==> config.mk <==
export PLATFORM = sky130hd
export DESIGN_NAME = mem_access_master
export DESIGN_NICKNAME = d
export VERILOG_FILES = /design/src/rtl/mem_access_master.sv
export SDC_FILE = /design/constraint.sdc
export NUM_CORES = 1
export LEC_CHECK = 0
export ABC_AREA = 1
export BUFFER_PORTS_ARGS = -buffer_cell sky130_fd_sc_hd__buf_2
export CAP_MARGIN = 20
export CORE_MARGIN = 4
export CORE_UTILIZATION = 48
export DETAILED_ROUTE_END_ITERATION = 10
export PLACE_DENSITY_LB_ADDON = 0.12
export SLEW_MARGIN = 20
export SYNTH_ARGS = -nofsm -noshare
export SYNTH_HDL_FRONTEND = slang
export SYNTH_SLANG_ARGS = --single-unit
==> constraint.sdc <==
create_clock -name clk -period 3.5 [get_ports clk]
set_clock_uncertainty 0.1 [all_clocks]
set_input_delay 0.175 -clock clk [delete_from_list [all_inputs] [get_ports clk]]
set_output_delay 0.175 -clock clk [all_outputs]
set_load 0.05 [all_outputs]
==> src/rtl/mem_access_master.sv <==
// Memory-stage requester for the Y86 data path: moves one quadword per transaction
// as eight little-endian byte beats over a byte-wide synchronous memory port.
module mem_access_master #(
    parameter int unsigned MEM_SIZE = 1024,
    parameter int          ADDR_W   = 64
) (
    input  logic              clk,
    input  logic              rst_n,
    // Handshake rule for both req and resp: a transfer happens on a posedge where
    // valid and ready are both 1; the payload is held stable while valid waits.
    input  logic              req_valid,
    output logic              req_ready,
    input  logic              req_write,
    input  logic [ADDR_W-1:0] req_addr,
    input  logic [63:0]       req_wdata,
    output logic              resp_valid,
    input  logic              resp_ready,
    output logic [63:0]       resp_rdata,
    output logic              resp_error,
    output logic [ADDR_W-1:0] mem_addr,
    output logic              mem_we,
    output logic              mem_re,
    output logic [7:0]        mem_wdata,
    input  logic [7:0]        mem_rdata
);

    typedef enum logic [2:0] {
        S_IDLE  = 3'd0,
        S_WRITE = 3'd1,
        S_READ  = 3'd2,
        S_DRAIN = 3'd3,
        S_RESP  = 3'd4
    } state_e;

    // Highest legal quadword base; the full-width compare also rejects bases near 2^64.
    localparam logic [ADDR_W-1:0] MAX_BASE = ADDR_W'(MEM_SIZE - 8);

    state_e            state_q, state_d;
    logic [2:0]        beat_q, beat_d;
    logic [ADDR_W-1:0] base_q, base_d;
    logic [63:0]       wdata_q, wdata_d;
    logic [63:0]       rdata_q, rdata_d;
    logic              error_q, error_d;
    logic [2:0]        prev_beat;

    always_ff @(posedge clk) begin
        if (!rst_n) begin
            state_q <= S_IDLE;
            beat_q  <= '0;
            base_q  <= '0;
            wdata_q <= '0;
            rdata_q <= '0;
            error_q <= 1'b0;
        end else begin
            state_q <= state_d;
            beat_q  <= beat_d;
            base_q  <= base_d;
            wdata_q <= wdata_d;
            rdata_q <= rdata_d;
            error_q <= error_d;
        end
    end

    always_comb begin
        state_d   = state_q;
        beat_d    = beat_q;
        base_d    = base_q;
        wdata_d   = wdata_q;
        rdata_d   = rdata_q;
        error_d   = error_q;
        prev_beat = beat_q - 3'd1;
        case (state_q)
            S_IDLE: begin
                if (req_valid) begin
                    base_d  = req_addr;
                    wdata_d = req_wdata;
                    rdata_d = '0;
                    beat_d  = '0;
                    if (req_addr > MAX_BASE) begin
                        error_d = 1'b1;
                        state_d = S_RESP;
                    end else begin
                        error_d = 1'b0;
                        state_d = req_write ? S_WRITE : S_READ;
                    end
                end
            end
            S_WRITE: begin
                beat_d = beat_q + 3'd1;
                if (beat_q == 3'd7) begin
                    state_d = S_RESP;
                end
            end
            S_READ: begin
                // Read data trails the strobe by one cycle, so this beat lands the previous byte.
                if (beat_q != 3'd0) begin
                    rdata_d[{prev_beat, 3'b000} +: 8] = mem_rdata;
                end
                beat_d = beat_q + 3'd1;
                if (beat_q == 3'd7) begin
                    state_d = S_DRAIN;
                end
            end
            S_DRAIN: begin
                rdata_d[63:56] = mem_rdata;
                beat_d         = '0;
                state_d        = S_RESP;
            end
            S_RESP: begin
                if (resp_ready) begin
                    error_d = 1'b0;
                    state_d = S_IDLE;
                end
            end
            default: begin
                state_d = S_IDLE;
            end
        endcase
    end

    always_comb begin
        req_ready  = 1'b0;
        resp_valid = 1'b0;
        mem_we     = 1'b0;
        mem_re     = 1'b0;
        mem_addr   = '0;
        mem_wdata  = '0;
        resp_rdata = rdata_q;
        resp_error = error_q;
        case (state_q)
            S_IDLE: begin
                req_ready = rst_n;
            end
            S_WRITE: begin
                mem_we    = 1'b1;
                mem_addr  = base_q + ADDR_W'(beat_q);
                mem_wdata = wdata_q[{beat_q, 3'b000} +: 8];
            end
            S_READ: begin
                mem_re   = 1'b1;
                mem_addr = base_q + ADDR_W'(beat_q);
            end
            S_RESP: begin
                resp_valid = 1'b1;
            end
            default: begin
                req_ready = 1'b0;
            end
        endcase
    end

endmodule

### After elaboration in Yosys (flattened, before gate mapping)

Index checks and enable logic that the tools add are counted.

| word-level totals | value |
|---|---|
| logic and storage cells | 62 |
| register bits after elaboration | 199 |

| cells by class | value |
|---|---|
| multiplexer cells | 24 |
| order comparisons | 1 |
| equal/unequal tests | 10 |
| reduce and logical (&&, ||, !) cells | 13 |
| shifts and indexed selects | 3 |
| add/sub/neg operators | 4 |

Operators with widths:

| operator | count |
|---|---|
| 2-to-1 mux 64 bit | 3 |
| case mux 56 bit (2 select lines) | 1 |
| adder 64 x 3 -> 64 bit | 1 |
| bitwise mux 64 bit | 1 |
| > comparator 64 x 10 -> 1 bit, second input constant | 1 |
| variable shift 8 x 8 -> 64 bit, first input constant | 1 |
| indexed part select 64 x 7 -> 8 bit | 1 |
| indexed part select 8 x 8 -> 64 bit | 1 |
| case mux 8 bit (3 select lines) | 1 |
| 2-to-1 mux 3 bit | 6 |
| case mux 3 bit (5 select lines) | 1 |
| inequality test 2 bit, second input constant | 5 |
| case mux 3 bit (3 select lines) | 1 |
| AND reduction 3 bit | 3 |
| nonzero test 3 bit | 3 |
| 2-to-1 mux 8 bit | 1 |
| negation 6 -> 8 bit | 1 |
| 2-to-1 mux 1 bit | 7 |
| == test 3 x 2 -> 1 bit, second input constant | 2 |
| == test 3 bit, second input constant | 2 |
| AND reduction 2 bit | 2 |
| AND reduction 4 bit | 1 |
| nonzero test 2 bit | 2 |
| adder 3 x 1 -> 3 bit, second input constant | 1 |
| 6 further kinds | 6 |

### Logic depth before layout (Yosys ltp)

| depth | value |
|---|---|
| depth in word-level cells | 6 |
| depth in mapped cells | 15 |
| depth with buffers taken out | 14 |

### Least setup slack after synthesis

Ideal clock, no wire load.

| timing path | value |
|---|---|
| path kind | reg2out |
| from | register beat_q[1] |
| to | output port mem_addr[34] |
| setup slack | 123 ps |
| data arrival time | 3102 ps |
| buffers on the path | 2 |
| cell stages (with the launch flop) | 14 |
| data required time | 3225 ps |
| path through | dfxtp_1 > buf_2 > clkinv_1 > buf_2 > fa_1 > inv_1 > nand2_1 > nand2_1 > nand3_1 > inv_1 > nand2_1 > nor2_1 > nor2_1 > nor3_1 |

| between the ends | value |
|---|---|
| word-level cells in the longest chain between the ends | 2 |

Ends and longest elaborated chain:

| what | RTL line | source |
|---|---|---|
| start: declaration | 39 | `logic [2:0] beat_q, beat_d;` |
| start signal: assignment | 56 | `beat_q <= beat_d;` |
| adder 64 x 3 -> 64 bit | 136, 141 |  |
| 2-to-1 mux 64 bit | - |  |
| end: declaration | 20 | `output logic [ADDR_W-1:0] mem_addr,` |

Every way passes these cells.

### Worst setup path after layout

| timing path | value |
|---|---|
| from | register beat_q[0] |
| to | output port mem_addr[52] |

The elaborated chain is that of the path after synthesis.

==> impl_summary.log <==
[metrics] met2 wire length: about 19 mm
[metrics] final setup fails: 0
[metrics] number of distinct library cells after synthesis: 35
[metrics] sum of negative setup slack: 0 ns
[metrics] Via density: roughly 5.4
[metrics] number of clock sinks seen by CTS: approximately 200
[metrics] worst min path class: in -> reg
[metrics] total power per unit cell area: about 540 mW/mm2
[metrics] Post-synth EDFFs: 0
[metrics] hold violation count in the final report: 0
[metrics] WL met1: roughly 17 mm
[metrics] post-route cell area: 0.01420 mm2
[metrics] share of post-route cells with drive strength above 1: between 10% and 20%
[metrics] cell at the root of the clock tree: sky130_fd_sc_hd__clkbuf_16
[metrics] number of I/O port buffers: around 280
[metrics] number of buffers created by CTS: 17
[metrics] RSZ-0062 raised after global routing: false
[metrics] Tmin final: 3.278 ns
[metrics] Vias: ~13k
[metrics] main area contributors after synthesis: sky130_fd_sc_hd__dfxtp_1 37%, sky130_fd_sc_hd__nand2_1 14%, sky130_fd_sc_hd__a21oi_1 12%
[metrics] FP Rows: 54
[metrics] largest area contributor in the synthesized netlist: sky130_fd_sc_hd__dfxtp_1
[metrics] part of the total power dissipated in the clock network: 25.9%
[metrics] mean instance size in the synthesized netlist: between 6 and 7 um2
[metrics] Syn Nets: around 1.8k
[metrics] wire length on met3: around 2.6 mm
[metrics] status: complete, no violations
[metrics] worst-path maximum fanout: 6
[metrics] effective utilization at floorplan: 49.21%
[metrics] number of nets with antenna violations after routing: 0
[metrics] Worst VDD drop: approximately 0.00037 V
[metrics] number of max-capacitance violations reported: 0
[metrics] worst path required time: around 3.2 ns
[metrics] dominant combinational cell family by area after synthesis: simple AND/OR/NAND/NOR gates
[metrics] sequential power share: 38.3%
[metrics] CTS tree: yes
[metrics] multiplexer share of the synthesized area: 0%
[metrics] floorplan core area: between 0.02 and 0.025 mm2
[metrics] slowest stage cell, crit path: sky130_fd_sc_hd__nor3_1
[metrics] worst relative slew slack: 40.78%
[metrics] clk slew on worst S/H paths: ~0.09 ns
[metrics] number of synthesized register bits: 199
[metrics] Power, Total: 0.007648 W
[metrics] placed wire-length estimate: approximately 29 mm
[metrics] clock insertion delay at the later pin of the skew report: ~0.43 ns
[metrics] Routed WL: 40.12 mm
[metrics] TritonRoute pass-1 iters: 6
[metrics] buffer depth of the longest clock path: 2
[metrics] total leakage power: 5.835 nW
[metrics] DR top layer: met5
[metrics] ratio of final minimum period to clock period: 93.66%
[metrics] synth-to-layout area growth: 31.45%
[metrics] wire length per cell: around 17 um
[metrics] number of nets in the finished design: between 2k and 2.5k
[metrics] final RePlAce weighted congestion: 1.029
[metrics] number of DRC markers after the initial detailed-route iteration: 993
[metrics] cell breakdown of the critical path: ha_1 > inv_1 > fa_1 > inv_1 > nand2_1 > nand2_1 > nand2_1 > nor3_1 > nand2_1 > nand2_1 > nand2_1 > nor2_1 > buf_2
[metrics] part of the Yosys area used for sequential elements: between 30% and 40%
[metrics] cell-internal power: 0.004351 W
[metrics] compound-cell area share of the yosys netlist: between 20% and 30%
[metrics] Mapped Area: between 0.01 and 0.015 mm2
[metrics] biggest cell delay along the critical path: between 0.5 and 0.6 ns
[metrics] fraction of the mapped netlist area in adder cells: about 1.5%
[metrics] area enclosed by the die boundary: about 0.025 mm2
[metrics] Post-Synth Simple-Gate Area: between 30% and 40%
[metrics] global-route wire length before repair: between 60 and 70 mm
[metrics] most numerous cell in the Yosys netlist: sky130_fd_sc_hd__nand2_1
[metrics] proportion of synthesized flip-flops having asynchronous set or reset: 0%
[metrics] kind of start point of the critical path: flip-flop
[metrics] Top FF cell, synth: sky130_fd_sc_hd__dfxtp_1
[metrics] highest achievable clock rate: 305.1 MHz
[metrics] area post-placement: roughly 0.012 mm2
[metrics] fraction of synthesized cell area in xor and xnor cells: slightly above 2%
[metrics] number of pins exceeding their max-slew limit in the final report: 0
[metrics] Post-Syn Instances: 1686
[metrics] Synth top cells by count: 408 x sky130_fd_sc_hd__nand2_1, 259 x sky130_fd_sc_hd__a21oi_1, 230 x sky130_fd_sc_hd__nor2_1
[metrics] nature of the critical path endpoint: primary output
[metrics] switching share of power: 43.10%
[metrics] via count of the first global-routing pass: 12.02k
[metrics] number of inserted filler cells in the final layout: ~2.0k
[metrics] type of the worst setup path: reg -> out
[metrics] Yosys top cell area share: 36.87%
[metrics] largest net degree at the start of global routing: a little under 90
[metrics] overall die height: 158.0 um
[metrics] die outline width: ~160 um
[metrics] crit path DAT: approximately 3.0 ns
[metrics] GRT Util Overall: between 30 and 40%
[metrics] fraction of power consumed by combinational cells: 35.9%
[metrics] grt ovf: 0
[metrics] cell type with the highest occurrence count on the critical path: sky130_fd_sc_hd__nand2_1
[metrics] initial antenna violation count: 1
[metrics] number of top-level pins: roughly 280
[metrics] H-Tree Depth: 4
[metrics] post-detailed-route DRC marker count: 0
[metrics] transition time of the tightest slew-check pin: between 0.8 and 0.9 ns
[metrics] Synth warnings: 0
[metrics] switching power total: about 0.0033 W
## critical path: cells and delay by family (launching register included)
kind / cells / cell delay, ns
fa+ha+maj: 2 / 0.58
buf+inv: 3 / 0.41
flops: 1 / 0.34
simple gates: 8 / 1.22
## logic make-up after synthesis
group	count (synthesis)
adders and majority gates	12
and+or+nand+nor	799
DFF	199
AOI/OAI and AO/OA	424
buffers and inverters	228
xor gates and xnor gates	24
## power by group through the flow
stage / combinational, W / sequential [W] / clock [W]
6_report: 0.00274 / 0.00293 / 0.00198
2_1_floorplan: 0.00183 / 0.00308 / 0
5_1_grt: 0.00303 / 0.00297 / 0.00210
3_5_place_dp: 0.00260 / 0.00297 / 0
3_3_place_gp: 0.00256 / 0.00296 / 0
4_1_cts: 0.00272 / 0.00292 / 0.00201
## area by class of cell
type                       instances  area, um2  share of cell area, %
multi-input combinational       1259       5858                  41.24
sequential                       199       3984                  28.05
timing repair buffer             427       2850                  20.07
inverter                         153      580.6                  4.087
clock buffer                      17      425.4                  2.995
tap                              280      350.3                  2.467
clock inverter                    14      152.6                  1.075
antenna                            1      2.502                0.01762
## flip-flops by register name, indices dropped and copies added, names as in the netlist
signal,flops
resp_error,1
base_q,64
state_q,3
beat_q,3
wdata_q,64
resp_rdata,64
## what timing repair did
item / in CTS / in global routing
hold endpoints to repair: 143 / 0
setup buffers: 0 / 0
gates resized for setup: 0 / 4
endpoints found under the setup margin: 0 / 4
hold buffers: 133 / 0
## routing by layer
| metal | up-vias | track usage (%) |
|---|---|---|
| li1 | 6258 | - |
| met1 | 5778 | 40.48 |
| met2 | 564 | 52.82 |
| met3 | 104 | 3.909 |
| met4 | 2 | 12.71 |
| met5 | - | 0 |
## per-stage QoR
stage | util [%] | hold WS [ns] | worst slack (ns) | cells
detailed placement | 55.93 | 0.3315 | 0.6293 | 2185
global route | 64.67 | 0.02333 | 0.01529 | 2349
finish | 64.68 | 0.004665 | 0.2220 | 2350
floorplan | - | 0.2188 | 0.1234 | 1686
global placement | 55.93 | 0.3253 | 0.6880 | 2185
CTS | 64.63 | 0.0002434 | 0.1756 | 2349
## path summary, 6_finish.rpt
check | start | to | slack, ns | cells past startpoint
max | beat_q[0] | mem_addr[52] | 0.22 | 13
min | req_addr[50] | base_q[50] | 0.005 | 3
max reg2reg | beat_q[0] | resp_rdata[38] | 0.56 | 13
min reg2reg | wdata_q[14] | wdata_q[14] | 0.36 | 2
## placed cells by master, fill, tap and decap left out, types with 6 or more instances in the layout
cell type	Yosys	final
sky130_fd_sc_hd__buf_2	15	280
sky130_fd_sc_hd__a21oi_1	259	259
sky130_fd_sc_hd__buf_4	2	12
sky130_fd_sc_hd__nand3_1	98	98
sky130_fd_sc_hd__ha_1	11	11
sky130_fd_sc_hd__dlygate4sd3_1	0	133
sky130_fd_sc_hd__nor2_1	230	227
sky130_fd_sc_hd__a31oi_1	11	11
sky130_fd_sc_hd__clkbuf_16	0	17
sky130_fd_sc_hd__nand4_1	17	17
sky130_fd_sc_hd__o21ai_0	147	147
sky130_fd_sc_hd__nand2_1	408	408
sky130_fd_sc_hd__dfxtp_1	199	199
sky130_fd_sc_hd__nor2_2	3	6
sky130_fd_sc_hd__xor2_1	23	23
sky130_fd_sc_hd__inv_1	145	144
sky130_fd_sc_hd__nor3_1	26	26
Power figures use the tool's default switching activity.
